`config.mk`:
```
export PLATFORM = sky130hd
export DESIGN_NAME = f_issue_ctrl_flat
export DESIGN_NICKNAME = d
export VERILOG_FILES = /design/src/rtl/f_pkg.sv /design/src/rtl/f_issue_ctrl_if.sv /design/src/rtl/f_op_fifo.sv /design/src/rtl/f_issue_ctrl.sv /design/src/flat_wrapper.sv
export SDC_FILE = /design/constraint.sdc
export NUM_CORES = 1
export LEC_CHECK = 0
export CAP_MARGIN = 20
export CORE_ASPECT_RATIO = 0.6
export CORE_MARGIN = 5
export CORE_UTILIZATION = 49
export CTS_CLUSTER_SIZE = 28
export DETAILED_ROUTE_END_ITERATION = 16
export PLACE_DENSITY = 0.77
export SLEW_MARGIN = 20
export SYNTH_ARGS = -nofsm -noshare
export SYNTH_HDL_FRONTEND = slang
export SYNTH_HIERARCHICAL = 1
export SYNTH_SLANG_ARGS = --single-unit
```
`constraint.sdc`:
```
create_clock -name clk -period 3 [get_ports clk]
set_clock_uncertainty 0.15 [all_clocks]
set_input_delay 0.6 -clock clk [delete_from_list [all_inputs] [get_ports clk]]
set_output_delay 0.6 -clock clk [all_outputs]
set_load 0.02 [all_outputs]
```
`src/rtl/f_pkg.sv`:
```
// Shared types and defaults for the f kernel issue/collect slice.
package f_pkg;

   typedef enum logic [1:0] {
      IDLE,
      ISSUE,
      WAIT_LOW,
      WAIT_HIGH
   } state_t;

   localparam int unsigned F_W    = 32;
   // Wide enough for any TIMEOUT up to 255.
   localparam int unsigned TCNT_W = 8;

endpackage

```
`src/rtl/f_issue_ctrl_if.sv`:
```
// Operand stream, result stream and kernel-side signals of f_issue_ctrl.
interface f_issue_ctrl_if #(
   parameter int unsigned W = 32
);
   logic         in_valid;
   logic         in_ready;
   logic [W-1:0] in_a;
   logic [W-1:0] in_b;
   logic         k_start;
   logic [W-1:0] k_a;
   logic [W-1:0] k_b;
   logic [W-1:0] k_result;
   logic         k_done;
   logic         out_valid;
   logic         out_ready;
   logic [W-1:0] out_result;

   modport master (
      output in_valid, in_a, in_b, out_ready, k_result, k_done,
      input  in_ready, k_start, k_a, k_b, out_valid, out_result
   );

   modport slave (
      input  in_valid, in_a, in_b, out_ready, k_result, k_done,
      output in_ready, k_start, k_a, k_b, out_valid, out_result
   );
endinterface

```
`src/rtl/f_op_fifo.sv`:
```
// Operand-pair buffer: DEPTH entries of DW bits, pointers wrap mod DEPTH.
module f_op_fifo #(
   parameter int unsigned DW    = 64,
   parameter int unsigned DEPTH = 4
) (
   input  logic                   clk,
   input  logic                   reset,
   input  logic                   push,
   input  logic                   pop,
   input  logic [DW-1:0]          din,
   output logic [DW-1:0]          dout,
   output logic [$clog2(DEPTH):0] count
);
   localparam int unsigned AW = $clog2(DEPTH);

   logic [DW-1:0] mem [DEPTH];
   logic [AW-1:0] wr_ptr;
   logic [AW-1:0] rd_ptr;

   always_ff @(posedge clk) begin
      if (push) mem[wr_ptr] <= din;
   end

   always_ff @(posedge clk) begin
      if (reset) begin
         wr_ptr <= '0;
         rd_ptr <= '0;
         count  <= '0;
      end else begin
         if (push) wr_ptr <= wr_ptr + 1'b1;
         if (pop)  rd_ptr <= rd_ptr + 1'b1;
         case ({push, pop})
            2'b10:   count <= count + 1'b1;
            2'b01:   count <= count - 1'b1;
            default: count <= count;
         endcase
      end
   end

   assign dout = mem[rd_ptr];

endmodule

```
`src/rtl/f_issue_ctrl.sv`:
```
// Issue/collect stage around the f kernel: buffers operand pairs, starts the
// kernel one op at a time and returns results in arrival order.
module f_issue_ctrl
   import f_pkg::*;
#(
   parameter int unsigned W       = F_W,
   parameter int unsigned DEPTH   = 4,
   parameter int unsigned TIMEOUT = 16
) (
   input  logic                   clk,
   input  logic                   reset,
   f_issue_ctrl_if.slave          bus,
   output logic [$clog2(DEPTH):0] count,
   output logic                   err
);
   localparam int unsigned CW = $clog2(DEPTH) + 1;

   state_t              state;
   logic [TCNT_W-1:0]   tcnt;
   logic                k_start;
   logic [W-1:0]        k_a;
   logic [W-1:0]        k_b;
   logic                out_valid;
   logic [W-1:0]        out_result;
   logic [2*W-1:0]      head;
   logic                push;
   logic                pop;

   assign bus.in_ready   = (count < CW'(DEPTH));
   assign push           = bus.in_valid && bus.in_ready;
   assign pop            = (state == ISSUE);
   assign bus.k_start    = k_start;
   assign bus.k_a        = k_a;
   assign bus.k_b        = k_b;
   assign bus.out_valid  = out_valid;
   assign bus.out_result = out_result;

   f_op_fifo #(
      .DW    (2 * W),
      .DEPTH (DEPTH)
   ) u_fifo (
      .clk   (clk),
      .reset (reset),
      .push  (push),
      .pop   (pop),
      .din   ({bus.in_a, bus.in_b}),
      .dout  (head),
      .count (count)
   );

   // Operands load together with k_start on entry to ISSUE; the head stays
   // valid through ISSUE because the pop only takes effect at its end.
   always_ff @(posedge clk) begin
      if (reset) begin
         state      <= IDLE;
         tcnt       <= '0;
         k_start    <= 1'b0;
         k_a        <= '0;
         k_b        <= '0;
         out_valid  <= 1'b0;
         out_result <= '0;
         err        <= 1'b0;
      end else begin
         k_start <= 1'b0;
         if (out_valid && bus.out_ready) out_valid <= 1'b0;
         case (state)
            IDLE: begin
               if (count != '0 && bus.k_done && !out_valid) begin
                  state      <= ISSUE;
                  k_start    <= 1'b1;
                  {k_a, k_b} <= head;
               end
            end
            ISSUE: begin
               state <= WAIT_LOW;
               tcnt  <= '0;
            end
            WAIT_LOW: begin
               if (!bus.k_done) begin
                  state <= WAIT_HIGH;
                  tcnt  <= '0;
               end else if (tcnt == TCNT_W'(TIMEOUT - 1)) begin
                  err   <= 1'b1;
                  state <= IDLE;
               end else begin
                  tcnt <= tcnt + 1'b1;
               end
            end
            WAIT_HIGH: begin
               if (bus.k_done) begin
                  out_result <= bus.k_result;
                  out_valid  <= 1'b1;
                  state      <= IDLE;
               end else if (tcnt == TCNT_W'(TIMEOUT - 1)) begin
                  err   <= 1'b1;
                  state <= IDLE;
               end else begin
                  tcnt <= tcnt + 1'b1;
               end
            end
            default: state <= IDLE;
         endcase
      end
   end

endmodule
```
`src/flat_wrapper.sv`:
```
// flat-port wrapper written by rule: the top's interface ports become plain ports
module f_issue_ctrl_flat import f_pkg::*;
#(
   parameter int unsigned W       = F_W,
   parameter int unsigned DEPTH   = 4,
   parameter int unsigned TIMEOUT = 16
)
  (clk, reset, count, err, bus_in_valid, bus_in_a, bus_in_b, bus_out_ready, bus_k_result, bus_k_done, bus_in_ready, bus_k_start, bus_k_a, bus_k_b, bus_out_valid, bus_out_result);
  f_issue_ctrl_if #(.W(W)) bus_i ();
  input  logic clk;
  input  logic reset;
  output logic [$clog2(DEPTH):0] count;
  output logic err;
  input wire logic [$bits(bus_i.in_valid)-1:0] bus_in_valid;
  input wire logic [$bits(bus_i.in_a)-1:0] bus_in_a;
  input wire logic [$bits(bus_i.in_b)-1:0] bus_in_b;
  input wire logic [$bits(bus_i.out_ready)-1:0] bus_out_ready;
  input wire logic [$bits(bus_i.k_result)-1:0] bus_k_result;
  input wire logic [$bits(bus_i.k_done)-1:0] bus_k_done;
  output wire logic [$bits(bus_i.in_ready)-1:0] bus_in_ready;
  output wire logic [$bits(bus_i.k_start)-1:0] bus_k_start;
  output wire logic [$bits(bus_i.k_a)-1:0] bus_k_a;
  output wire logic [$bits(bus_i.k_b)-1:0] bus_k_b;
  output wire logic [$bits(bus_i.out_valid)-1:0] bus_out_valid;
  output wire logic [$bits(bus_i.out_result)-1:0] bus_out_result;
  assign bus_i.in_valid = bus_in_valid;
  assign bus_i.in_a = bus_in_a;
  assign bus_i.in_b = bus_in_b;
  assign bus_i.out_ready = bus_out_ready;
  assign bus_i.k_result = bus_k_result;
  assign bus_i.k_done = bus_k_done;
  assign bus_in_ready = bus_i.in_ready;
  assign bus_k_start = bus_i.k_start;
  assign bus_k_a = bus_i.k_a;
  assign bus_k_b = bus_i.k_b;
  assign bus_out_valid = bus_i.out_valid;
  assign bus_out_result = bus_i.out_result;
  f_issue_ctrl #(.W(W), .DEPTH(DEPTH), .TIMEOUT(TIMEOUT)) u_core (.clk(clk), .reset(reset), .bus(bus_i), .count(count), .err(err));
endmodule
```
## Yosys cells after proc, flatten, opt, wreduce, memory -nomap -nowiden

Memory sizes are Yosys's and may differ from the RTL's. A register that Yosys moved wholly into a read port is not among the register bits.
Index checks and enable logic that the tools add are counted.
Widths: inputs -> output; s select.

| word-level totals | value |
|---|---|
| register bits | 52 |
| memory bits (writable) | 256 |
| output and inout bits | 103 |
| word-level logic and storage cells | 61 |
| memories kept | 1 |

| cells by class | value |
|---|---|
| add/subtract/negate cells | 5 |
| $lt $le $gt $ge | 1 |
| eq/ne operators | 9 |
| mux-type cells | 20 |
| bitwise logic cells | 1 |
| reductions and logical operators | 15 |

Memories:

| name | depth | width | rd ports | clocked after memory_dff | wr ports | line | RTL |
|---|---|---|---|---|---|---|---|
| u_core.u_fifo.mem | 4 | 64 | 1 | 1 | 1 | f_op_fifo.sv:16 | `logic [DW-1:0] mem [DEPTH];` |

Operators with widths:

| operator | number |
|---|---|
| $mux 8 | 3 |
| $pmux 8 s3 | 1 |
| $mux 1 | 9 |
| $add 8x1->8 const B | 1 |
| $eq 8x4->1 const B | 1 |
| $mux 2 | 4 |
| $pmux 2 s4 | 1 |
| $eq 2x2->1 const B | 3 |
| $pmux 3 s2 | 1 |
| $reduce_and 2->1 | 3 |
| $reduce_bool 3->1 | 2 |
| $add 2x1->2 const B | 2 |
| $eq 2x1->1 const B | 2 |
| $logic_and 1x1->1 | 4 |
| $ne 2x2->1 const B | 2 |
| $reduce_bool 2->1 | 2 |
| $add 3x1->3 const B | 1 |
| $lt 3x3->1 const B | 1 |
| $reduce_and 3->1 | 1 |
| $sub 3x1->3 const B | 1 |
| $logic_not 2->1 | 1 |
| $ne 2x1->1 const B | 1 |
| $pmux 1 s2 | 1 |
| $reduce_or 2->1 | 1 |
| other kinds (2) | 2 |

## Longest topological paths before layout

Gate-level depths: netlist (run 1).

| depth | value |
|---|---|
| depth after elaboration | 5 |
| depth in mapped cells | 7 |
| gate-level depth less buffers | 7 |

## Cells and area by module

The synthesis (run 1) kept the hierarchy.

Modules (own cells, without submodules):

| module | times used | cells each | area each (um^2) |
|---|---|---|---|
| f_op_fifo | 1 | 375 | 9723.1 |
| f_issue_ctrl | 1 | 506 | 4001.3 |

## Worst setup path after synthesis (run 1)

No wires, ideal clock.

| timing path | value |
|---|---|
| path type | input -> register |
| from | in bus_in_valid |
| to | mem u_core.u_fifo.mem[0][0], enable pin |
| setup time | 0.429 ns |
| arrival time | 2.498 ns |
| required time | 2.421 ns |
| path slack | -0.076 ns |
| stages | 2 |
| buffers on the path | 0 |
| cells stage by stage | nor2b_1 > and2_1 |

| on the way | value |
|---|---|
| word-level cells in the longest chain between the ends | 3 |

Ends and longest elaborated chain:

| item | line | RTL |
|---|---|---|
| start, declared | flat_wrapper.sv:14 | `input wire logic [$bits(bus_i.in_valid)-1:0] bus_in_valid;` |
| $logic_and 1x1->1 | f_issue_ctrl.sv:30 | `assign push = bus.in_valid && bus.in_ready;` |
| $mux 1 | f_op_fifo.sv:21 | `if (push) mem[wr_ptr] <= din;` |
| $mux 1 (not written as such) | f_op_fifo.sv:21 |  |
| end, declared | f_op_fifo.sv:16 |  |

Every way passes these cells.

## Final worst setup path (run 1)

| timing path | value |
|---|---|
| from | reg u_core.u_fifo.count[2] |
| to | out count[2] |

RTL lines:

| item | line | RTL |
|---|---|---|
| start, declared | f_op_fifo.sv:12 | `output logic [$clog2(DEPTH):0] count` |
| start signal, assigned | f_op_fifo.sv:33 | `2'b10: count <= count + 1'b1;` |
| start signal, assigned | f_op_fifo.sv:34 | `2'b01: count <= count - 1'b1;` |
| start signal, assigned | f_op_fifo.sv:35 | `default: count <= count;` |
| end, declared | flat_wrapper.sv:12 | `output logic [$clog2(DEPTH):0] count;` |

No word-level cell between the ends.

==> results of run 1 <==
## metal layers
layer / up-vias / part of all wire [%] / track usage (%)
met3: 50 / 6.8 / 4.86
met2: 231 / 46 / 28.2
met5: - / 0.093 / 0
met4: 4 / 1.9 / 4.21
li1: 3691 / - / -
met1: 3956 / 45 / 26.9
## flip-flops by register name, summed over array words and instances, names as in the netlist, named ones only
name                   flops
u_core/u_fifo/rd_ptr       2
u_core/bus.k_b            32
u_core/bus.k_start         1
u_core/u_fifo/count        3
u_core/state               2
u_core/u_fifo/mem        256
u_core/bus.out_result     32
u_core/err                 1
u_core/u_fifo/wr_ptr       2
u_core/bus.out_valid       1
u_core/bus.k_a            32
u_core/tcnt                8
## where the power goes
group	internal [mW]	switching (mW)	leakage, nW
combinational	1.40	1.60	1.71
clock	2.58	1.82	0.548
sequential	6.16	0.321	3.31
## Yosys cell counts (all sizes together) (6+ instances only)
library cell and instances:
a21oi 105, dfxtp 118, ha 6, clkbuf 22
nor2 14, buf 28, mux4 64, o21ai 10
edfxtp 256, nand2 199
## final cells by class
cell class	count	area, sq um
fillers	1979	10200
flip-flops and latches	374	10100
diodes	1	2.50
multi-input cells	452	3330
clock inverters	14	180
clock buffers	47	951
repair buffers	223	2350
inverters	5	18.8
well taps	367	459
## cells by family after synthesis
group | after synthesis
flip-flops | 374
AND/OR/NAND/NOR | 247
AO/OA/AOI/OAI | 125
multiplexers | 66
buffers and inverters | 55
XOR/XNOR | 7
adder cells (fa/ha/maj) | 7
## worst paths after layout
check,startpoint,to,slack [ps],cells after the start
worst max-delay path,u_core/u_fifo/count[2]$_SDFFE_PP0P_,count[2],670,1
worst min-delay path,u_core/bus.k_a[9]$_SDFFE_PP0P_,u_core/bus.k_a[9]$_SDFFE_PP0P_,300,2
worst max register to register,u_core/state[0]$_SDFFE_PP0P_,u_core/u_fifo/count[2]$_SDFFE_PP0P_,800,6
worst min register to register,u_core/bus.k_a[9]$_SDFFE_PP0P_,u_core/bus.k_a[9]$_SDFFE_PP0P_,300,2
==> metrics.md, run 1 <==
| Metric | Value |
|---|---|
| Run status | completed |
| CP max FO | 6 |
| Buffers & Inverters on Critical Path | 1 |
| Post-CTS Setup Inserts | 0 |
| Post-synthesis mux area share | 10.8% |
| Net Count, Synth | 989 |
| Seq cells post-synth | 374 |
| Synth unique cells | 47 |
| Wire per inst | 19.7 um |
| Peak VDD IR | 0.551 mV |
| Synth top area cells | edfxtp_1 (56%), dfxtp_1 (17%), mux4_2 (9.8%), nand2_1 (5.4%), a21oi_1 (3.8%) |
| Crit path largest cell delay | 650 ps |
| Static leakage | 5.57 nW |
| Global Route Usage Sum | 18.4% |
| Fin nets | 1198 |
| Max Buffers Root-to-Sink | 3 |
| Most frequent cells in the layout | edfxtp_1 (256), clkdlybuf4s50_1 (202), nand2_1 (199) |
| Tcrit/Tclk final | 77.6% |
| Port buffer count | 203 |
| Iteration count of the initial detailed-routing pass | 5 |
| Slowest CP cell | clkdlybuf4s50_1 |
| Clock latency on the worst-skew pair | 510 ps |
| Final min period | 2330 ps |
| Largest net degree at the start of global routing | 65 |
| Register area share after synthesis | 73.2% |
| Critical path cell sequence | clkdlybuf4s50_1 |
| EDFF count, synth | 256 |
| Final setup vio count | 0 |
| Compound-Gate Fraction of Synth Area | 4.77% |
| Most common cell after layout, fill and taps aside | edfxtp_1 |
| Setup CP Type | reg2out |
| Post-Layout Cell Count | 1483 |
| Die X | 226 um |
| Final Util | 62.9% |
| Largest family of logic cells by synthesized area | multiplexers |
| Data arrival, critical path | 1580 ps |
| Measured slew at the worst slew-check pin | 650 ps |
| Crit path max-delay family | buffers and inverters |
| Dpl cells | 1421 |
| Reg clk slew, reported paths | 70 ps |
| Final worst setup slack | 671 ps |
| Routed Antenna Nets | 0 |
| Unrepaired setup endpoints after global routing | no |
| Hold Slack | 302 ps |
| Drt initial violations | 697 |
| Drt total wl | 29200 um |
| H-tree levels | 2 |
| Worst setup EP type | output port |
| Total number of vias | 7932 |
| Syn avg cell area | 15.6 sq um |
| Root buf cell | clkbuf_16 |
| Mapped Cells | 881 |
| MaxCap Viol Count | 0 |
| Starting Density | 49.8% |
| TritonCTS Buffers | 34 |
| Die height | 140 um |
| Gp weighted congestion | 0.791 |
| Area share of the leading cell type in the synthesized netlist | 56.0% |
| CTS tree | built |
| Post-synth ARST share | 0% |
| Top_reg_cell synth | edfxtp_1 |
| PD cells | 799 nW/um^2 |
| Startpoint Class | register |
| Standard-cell rows | 47 |
| Initial antenna violation count | 2 |
| Max_slew headroom | 56.7% |
| Final hold vios | 0 |
| Dpl ws | 311 ps |
| Setup TNS | 0 ps |
| First-pass GRT wire length | 45700 um |
| Synth area leader | edfxtp_1 |
| Number of global-route vias before repair | 8082 |
| Final Max Slew Viols | 0 |
| TritonCTS Sinks | 374 |
| Post-synthesis simple-gate area fraction | 7.51% |
| Placed Instance Area | 16200 sq um |
| Resized cells post-CTS | 0 |
| IO Count | 204 |
| Share of layout cells above drive strength 1 | 12.7% |
| Yosys warns | 6 |
| Hold-fix buffers at CTS | 0 |
| Final Cell Area | 17400 sq um |
| Adder-cell share of the synthesized area | 0.693% |
| Synthesized cell area | 13700 sq um |
| Synth Area in XOR/XNOR | 0.447% |
| Synth-to-layout area growth | 26.4% |
| Total grt overflow | 0 |
| Min-Delay Path Class | reg2reg |
| Fmax | 429 MHz |
| Vias per inst | 5.35 |
| Die ar. | 31600 sq um |
| Core Region | 27600 sq um |
| Hpwl dp | 18000 um |
| Req. time, crit path | 2250 ps |
| DRC viols | 0 |
| Tot Pwr | 13.9 mW |
Note: power is estimated with default switching activity, not from simulation.
==> run 2: changes to the inputs <==
--- a/config.mk
+++ b/config.mk
@@ -8,10 +8,10 @@
 export CAP_MARGIN = 20
 export CORE_ASPECT_RATIO = 0.6
 export CORE_MARGIN = 5
-export CORE_UTILIZATION = 49
+export CORE_UTILIZATION = 54
 export CTS_CLUSTER_SIZE = 28
 export DETAILED_ROUTE_END_ITERATION = 16
-export PLACE_DENSITY = 0.77
+export PLACE_DENSITY = 0.81
 export SLEW_MARGIN = 20
 export SYNTH_ARGS = -nofsm -noshare
 export SYNTH_HDL_FRONTEND = slang
==> constraint.sdc (replaced) <==
create_clock -name clk -period 2.4 [get_ports clk]
set_clock_uncertainty 0.15 [all_clocks]
set_input_delay 0.48 -clock clk [delete_from_list [all_inputs] [get_ports clk]]
set_output_delay 0.48 -clock clk [all_outputs]
set_load 0.02 [all_outputs]
==> run 2 against run 1 <==
  * Setup slack got worse by 470 ps
  * Cell count decreased by 2.0%
  * Final area about the same
  * Highest routed layer unchanged
  * Wire length increased by 0.16%
  * Utilization increased by 6.0 points
  * Count of clock-buffer cells in the layout unchanged
  * Via count increased by 0.32%
  * Largest power group unchanged
  * Clock power increased by 18%
  * Global-route usage increased by 1.8 points
  * Combinational power increased by 31%
==> metrics.md, run 2 (synthesized netlist as in run 1, its figures left out) <==
| Metric | Value |
|---|---|
| Run status | completed (unchanged) |
| Vias per inst | 5.47 (was 5.35) |
| Filler cells | 1628 (was 1979) |
| Post-CTS Setup Inserts | 0 (unchanged) |
| Diode count | 0 (was 1) |
| Starting Density | 54.5% (was 49.8%) |
| Setup CP Type | reg2out (unchanged) |
| Die ar. | 28800 sq um (was 31600 sq um) |
| Reg2reg end | u_core/u_fifo/count[2]$_SDFFE_PP0P_ (unchanged) |
| Setup TNS | 0 ps (unchanged) |
| Origin of the worst min-delay path | reset (was u_core/bus.k_a[9]$_SDFFE_PP0P_) |
| Most frequent cells in the layout | edfxtp_1 (256), clkdlybuf4s50_1 (202), nand2_1 (199) (unchanged) |
| TritonCTS Sinks | 374 (unchanged) |
| Final worst setup slack | 203 ps (was 671 ps) |
| Number of global-route vias before repair | 8099 (was 8082) |
| Final Max Slew Viols | 0 (unchanged) |
| Crit path max-delay family | buffers and inverters (unchanged) |
| Drt total wl | 29200 um (about the same) |
| Buffers & Inverters on Critical Path | 1 (unchanged) |
| Fin nets | 1208 (was 1198) |
| Total grt overflow | 0 (unchanged) |
| Grt met2 use | 31.4% (was 28.2%) |
| GR peak layer | met2 (unchanged) |
| Placed Instance Area | 16300 sq um (was 16200 sq um) |
| Crit path largest cell delay | 670 ps (was 650 ps) |
| Max_slew headroom | 60.2% (was 56.7%) |
| Largest net degree at the start of global routing | 65 (unchanged) |
| Hpwl dp | 18500 um (was 18000 um) |
| CP max FO | 2 (was 6) |
| Hold-fix buffers at CTS | 0 (unchanged) |
| Resized cells post-CTS | 0 (unchanged) |
| PD cells | 988 nW/um^2 (was 799 nW/um^2) |
| Synth-to-layout area growth | 26.3% (was 26.4%) |
| Fmax | 455 MHz |
| Final Cell Area | 17300 sq um (was 17400 sq um) |
| DRC viols | 0 (unchanged) |
| WHS Endpoint | u_core/u_fifo/count[0]$_SDFFE_PP0P_ (was u_core/bus.k_a[9]$_SDFFE_PP0P_) |
| Met3 Use GR | 5.66% (was 4.86%) |
| MaxCap Viol Count | 0 (unchanged) |
| Worst setup EP type | output port (unchanged) |
| Die height | 133 um (was 140 um) |
| Worst r2r src | u_core/u_fifo/count[2]$_SDFFE_PP0P_ (was u_core/state[0]$_SDFFE_PP0P_) |
| Routing usage on met1 | 29.0% (was 26.9%) |
| Min-Delay Path Class | in2reg (was reg2reg) |
| Wire per inst | 20.1 um (was 19.7 um) |
| Root buf cell | clkbuf_16 (unchanged) |
| Hold depth | 2 (unchanged) |
| Critical path cell sequence | clkdlybuf4s50_1 (unchanged) |
| Standard-cell rows | 45 (was 47) |
| Die X | 216 um (was 226 um) |
| Register name with the most flops | u_core/u_fifo/mem (unchanged) |
| Global Route Usage Sum | 20.2% (was 18.4%) |
| First-pass GRT wire length | 45700 um (about the same) |
| Final hold vios | 0 (unchanged) |
| Req. time, crit path | 1770 ps (was 2250 ps) |
| Port buffer count | 203 (unchanged) |
| Final setup vio count | 0 (unchanged) |
| Routed Antenna Nets | 0 (unchanged) |
| Final min period | 2200 ps |
| H-tree levels | 2 (unchanged) |
| Drt initial violations | 563 (was 697) |
| Max Buffers Root-to-Sink | 3 (unchanged) |
| R2r setup slk | 400 ps (was 800 ps) |
| Data arrival, critical path | 1570 ps (was 1580 ps) |
| Initial antenna violation count | 1 (was 2) |
| R2R depth | 7 (was 6) |
| Core Region | 25200 sq um (was 27600 sq um) |
| Gp weighted congestion | 0.731 (was 0.791) |
| Tcrit/Tclk final | 91.5% |
| Largest register FFs | 256 (unchanged) |
| Reg clk slew, reported paths | 70 ps (about the same) |
| TritonCTS Buffers | 34 (unchanged) |
| Iteration count of the initial detailed-routing pass | 5 (unchanged) |
| Clock latency on the worst-skew pair | 520 ps (was 510 ps) |
| Startpoint Class | register (unchanged) |
| Static leakage | 5.60 nW (was 5.57 nW) |
| Slowest CP cell | clkdlybuf4s50_1 (unchanged) |
| IO Count | 204 (unchanged) |
| Total number of vias | 7957 (was 7932) |
| Unrepaired setup endpoints after global routing | no (unchanged) |
| Measured slew at the worst slew-check pin | 591 ps (was 650 ps) |
| Most common cell after layout, fill and taps aside | edfxtp_1 (unchanged) |
| CTS tree | built (unchanged) |
| Share of layout cells above drive strength 1 | 13.2% (was 12.7%) |
| Dpl ws | -158 ps (was 311 ps) |
| Peak VDD IR | 0.902 mV (was 0.551 mV) |
==> run 2: changes by cell type in the layout (fill, tap and decap cells not counted), moves of 2 or more <==
cell | previous run | this run
bufinv_16 | 4 | 1
clkbuf_8 | 3 | 0
clkinv_2 | 4 | 7
clkbuf_16 | 35 | 37
buf_4 | 7 | 14
buf_12 | 14 | 17
clkinv_1 | 2 | 5
==> run 2: worst max-delay path by stage <==
| stage | slack, ps | end | depth (start not counted) | from |
|---|---|---|---|---|
| floorplan | 120 | u_core/u_fifo/mem[1][0]$_DFFE_PP_ | 2 | bus_in_valid |
| global placement | -150 | u_core/u_fifo/count[2]$_SDFFE_PP0P_ | 8 | bus_in_valid |
| detailed placement | -160 | u_core/u_fifo/count[2]$_SDFFE_PP0P_ | 8 | bus_in_valid |
| CTS | 170 | count[0] | 1 | u_core/u_fifo/count[0]$_SDFFE_PP0P_ |
| global route | 120 | count[0] | 1 | u_core/u_fifo/count[0]$_SDFFE_PP0P_ |
| finish | 200 | bus_k_b[13] | 1 | u_core/bus.k_b[13]$_SDFFE_PP0P_ |
==> run 2: routing by layer <==
| metal | up-vias | routed length, um |
|---|---|---|
| met3 | 29 | 2380 |
| met5 | - | 7 |
| met1 | 3949 | 12900 |
| met4 | 2 | 328 |
| li1 | 3706 | - |
| met2 | 271 | 13600 |
==> run 2: final cells by class <==
type | count | area [sq um] | share of cell area (%)
Clock buffer | 47 | 963 | 5.56
Clock inverter | 14 | 91.3 | 0.527
Inverter | 5 | 18.8 | 0.108
Multi-Input combinational cell | 452 | 3330 | 19.2
Sequential cell | 374 | 10100 | 58.0
Tap cell | 329 | 412 | 2.37
Timing Repair Buffer | 233 | 2470 | 14.2
==> run 2: metrics by stage <==
| stage | total power [mW] | utilization [%] | hold slack, ps | std cells |
|---|---|---|---|---|
| after global placement | 12.0 | 64.7 | 291 | 1393 |
| final | 17.1 | 68.9 | 278 | 1454 |
| after detailed placement | 12.1 | 64.7 | 296 | 1393 |
| after global routing | 18.0 | 68.9 | 303 | 1454 |
| after CTS | 17.3 | 68.9 | 268 | 1454 |
| after floorplan | 10.6 | - | 325 | 881 |
==> run 2: report_power, final <==
part           leakage, nW  internal [mW]  switching [mW]  total (mW)
registers             3.31           7.70           0.355        8.05
clock network        0.517           2.92            2.24        5.16
logic                 1.77           1.84            2.07        3.92
